<file path="config.mk">
export PLATFORM = sky130hd
export DESIGN_NAME = regfile16
export DESIGN_NICKNAME = d
export VERILOG_FILES = /design/src/rtl/regfile16.sv
export SDC_FILE = /design/constraint.sdc
export NUM_CORES = 2
export LEC_CHECK = 0
export ABC_AREA = 1
export CORE_MARGIN = 3
export CORE_UTILIZATION = 48
export DETAILED_ROUTE_END_ITERATION = 10
export PLACE_DENSITY_LB_ADDON = 0.05
export SLEW_MARGIN = 20
export SYNTH_ARGS = -nofsm -noshare
export SYNTH_HDL_FRONTEND = slang
export SYNTH_SLANG_ARGS = --single-unit
</file>
<file path="constraint.sdc">
create_clock -name clk -period 8.45 [get_ports clk]
set_input_delay 1.69 -clock clk [delete_from_list [all_inputs] [get_ports clk]]
set_output_delay 1.69 -clock clk [all_outputs]
set_load 0.02 [all_outputs]
</file>
<file path="src/rtl/regfile16.sv">
// 16 x WIDTH register bank: one synchronous write port, two combinational read ports, R15 reads zero.
// Optional write-through forwarding on both read ports when REGFILE_BYPASS_EN is defined.

module mux16_1 (
    input  logic [15:0] i_in,
    input  logic [3:0]  i_sel,
    output logic        o_out
);
    assign o_out = i_in[i_sel];
endmodule

module regfile16 #(
    parameter int WIDTH = 64
) (
    input  logic             clk,
    input  logic             reset,
    input  logic             RegWrite,
    input  logic [3:0]       WriteRegister,
    input  logic [WIDTH-1:0] WriteData,
    input  logic [3:0]       ReadRegister1,
    input  logic [3:0]       ReadRegister2,
    output logic [WIDTH-1:0] ReadData1,
    output logic [WIDTH-1:0] ReadData2
);
    logic [WIDTH-1:0]       r_regs [15];
    logic [14:0]            w_we;
    logic [WIDTH-1:0][15:0] w_cols;
    logic [WIDTH-1:0]       w_rd1;
    logic [WIDTH-1:0]       w_rd2;

    // One-hot write decode; address 15 has no storage, so its enable is never built.
    genvar gi, gb;
    generate
        for (gi = 0; gi < 15; gi++) begin : g_dec
            assign w_we[gi] = RegWrite && (WriteRegister == 4'(gi));
        end
    endgenerate

    always_ff @(posedge clk) begin
        if (!reset) begin
            for (int i = 0; i < 15; i++) r_regs[i] <= '0;
        end else begin
            for (int i = 0; i < 15; i++)
                if (w_we[i]) r_regs[i] <= WriteData;
        end
    end

    // Per data bit: gather bit b of every register, input 15 tied low, then one mux per port.
    generate
        for (gb = 0; gb < WIDTH; gb++) begin : g_bit
            for (gi = 0; gi < 15; gi++) begin : g_col
                assign w_cols[gb][gi] = r_regs[gi][gb];
            end
            assign w_cols[gb][15] = 1'b0;

            mux16_1 u_mux1 (
                .i_in  (w_cols[gb]),
                .i_sel (ReadRegister1),
                .o_out (w_rd1[gb])
            );
            mux16_1 u_mux2 (
                .i_in  (w_cols[gb]),
                .i_sel (ReadRegister2),
                .o_out (w_rd2[gb])
            );
        end
    endgenerate

`ifdef REGFILE_BYPASS_EN
    logic w_wr_live;
    logic w_byp1;
    logic w_byp2;

    assign w_wr_live = RegWrite && reset && (WriteRegister != 4'hF);
    assign w_byp1    = w_wr_live && (ReadRegister1 == WriteRegister);
    assign w_byp2    = w_wr_live && (ReadRegister2 == WriteRegister);
    assign ReadData1 = w_byp1 ? WriteData : w_rd1;
    assign ReadData2 = w_byp2 ? WriteData : w_rd2;
`else
    assign ReadData1 = w_rd1;
    assign ReadData2 = w_rd2;
`endif

endmodule

</file>
==> impl_metrics.toml <==
[status]
status = "completed"

[grt]
global_route.overflow_total = 0
grt_util_overall_pct = 32.4
grt_antenna_before_repair = 2
grt_pass1_wl_mm = 294
number_of_global_route_vias_before_repair = 45390
grt_start_max_net_pins = 253

[synth]
yosysSeqAreaShare_pct = 51.5
synth.yosys.warnings = 0
mappedNetlistArea_mm2 = 0.0560
synth_cell_types = 17
synth.ff_latch_count = 960
synthesis.instances = 7076
post-synth-top-area-cell = "edfxtp_1"
synth_area_per_cell_um2 = 7.92
netlist_top_cells_area = "edfxtp_1 51%, nand3_1 16%, nand2_1 13%"
postSynthNetCount = 7155
synth_top_area_share_pct = 51.5

[clock_network]
tritoncts = "built"
post_cts_hold_buffer_count = 0
cts_inserted_buffers = 110
clock_tree.htree_level_count = 3
clock_tree.buffer_depth = 3
cts.sink_count = 960
cts_root_buffer = "clkbuf_16"
post_cts.resized_instances = 0
worst_setup_hold_path_clk_slew_ps = 60
cts_setup_buffers = 0

[final_layout]
final_cell_mix = "1990 x nand2_1, 1795 x nand3_1, 965 x inv_1"
layout.cells.most_common = "nand2_1"
multiInputGateArea_mm2 = 0.0195
registers.top_by_ff_count = "r_regs"
post_route_cells_drive_above_1_share_pct = 4.73
layout_top_registers = "r_regs x960"
ff_latch_area_mm2 = 0.0288
finalNetCount = 6879
filler_cell_count = 10830
area_delta_synth_final_pct = 7.27
largest_register_ffs = 960

[timing]
final.min_clock_period_ps = 6350
holdWs_ps = 1870
timing_worst_slew_pin_value_ps = 1170
final_hold_viol_count = 0
drv_slew = 0
setup_tns_final_ps = 0
final.period_utilization_pct = 75.1
setup_viol = 0
relSlewSlack_pct = 21.9
rsz_0062_raised_after_global_routing = "false"
max_freq_mhz = 158

[floorplan]
fp.dieArea_mm2 = 0.121
io_pins = 207
fp.dieW_um = 348
die_height_um = 348
placementRows = 124
coreArea_mm2 = 0.115
starting_density_of_the_core_pct = 48.7

[routing]
detail_route.wirelength_mm = 201
drt_pass1_iterations = 6
detailroute.via_count = 47978
drt_iter0_markers = 5497
detail-route-antenna-nets = 0
route.detailed.drc = 0
avgRoutedWirePerCell_um = 23.9
viasPerCell = 5.71

[critical_path]
worst-endpoint-arrival_ps = 4660
setup.worst_path.start = "ReadRegister2[1]"
worstSetupPathType = "in2out"
setup.worst_path.end_class = "output port"
critPathLaunchType = "input pin"
timing.critical_path.fanout_max = 105
worst_ep_required_time_ps = 6760

[min_path]
hold_class = "in2reg"
min-delay-start = "reset"

[place]
dp_hpwl_mm = 105
placer_congestion_estimate = 0.820
port-buffer-count = 206

[flow_run]
maxCapViolCount = 0

[pwr]
power.leakage_nw = 26.5
vdd_ir_drop_max_v = 0.000177
powerDensity_mw_per_mm2 = 202
-- worst max-delay path: stages --
cell	delay, ps
buf_8	230
inv_8	740
buf_4	570
nand3_1	130
nand3_1	90
nand3_1	100
nand2_1	190
clkdlybuf4s50_1	630
-- synthesized netlist by cell type, drive strengths merged --
library cell,n
nand2,2000
nand3,1795
inv,985
edfxtp,960
nor2,650
buf,611
clkbuf,68
o21ai,5
nor3,2
-- stage by stage --
step | area (um2) | cells | setup WS [ps] | utilization (%) | power [mW]
after floorplan | 56000 | 7076 | 1490 | - | 7.12
after global placement | 56800 | 8200 | 2220 | 49.4 | 7.71
after detailed placement | 56800 | 8200 | 2220 | 49.4 | 7.72
after CTS | 60100 | 8398 | 2200 | 52.2 | 12.1
after global routing | 60100 | 8398 | 2040 | 52.2 | 12.6
final | 60100 | 8399 | 2100 | 52.2 | 12.1
-- where the power goes --
part / internal (mW) / switching, mW
clock network: 2.48 / 2.00
logic: 0.559 / 1.42
registers: 5.59 / 0.0841
total: 8.62 / 3.51
-- kinds of logic (layout without fill, tap and decap cells) --
logic type	Yosys count	in the layout	synth area share (%)
flops	960	960	51.5
compound gates	5	5	0.0447
other cells	0	1	0
simple gates	4447	4447	34.5
buf+inv	1664	1474	14.0
-- area by class of cell --
type / count / share of cell area [%]
Tap cell: 1512 / 3.15
Sequential cell: 960 / 48.0
Clock buffer: 145 / 4.80
Clock inverter: 53 / 0.616
Timing Repair Buffer: 291 / 4.79
Antenna cell: 1 / 0.00417
Multi-Input combinational cell: 4452 / 32.4
Inverter: 985 / 6.28
-- final timing paths --
check / end / slack, ps / depth (start not counted)
worst min-delay path: r_regs[0][366] / 1870 / 3
worst max-delay path: ReadData2[10] / 2100 / 8
-- metal layers --
metal | GRT usage [%] | vias up | routed length (um)
met5 | 0 | - | 0
met4 | 16.6 | 0 | 10400
met3 | 4.73 | 551 | 19100
met2 | 53.7 | 2773 | 94900
met1 | 41.5 | 22723 | 76500
li1 | - | 21931 | -
Power figures use the tool's default switching activity.
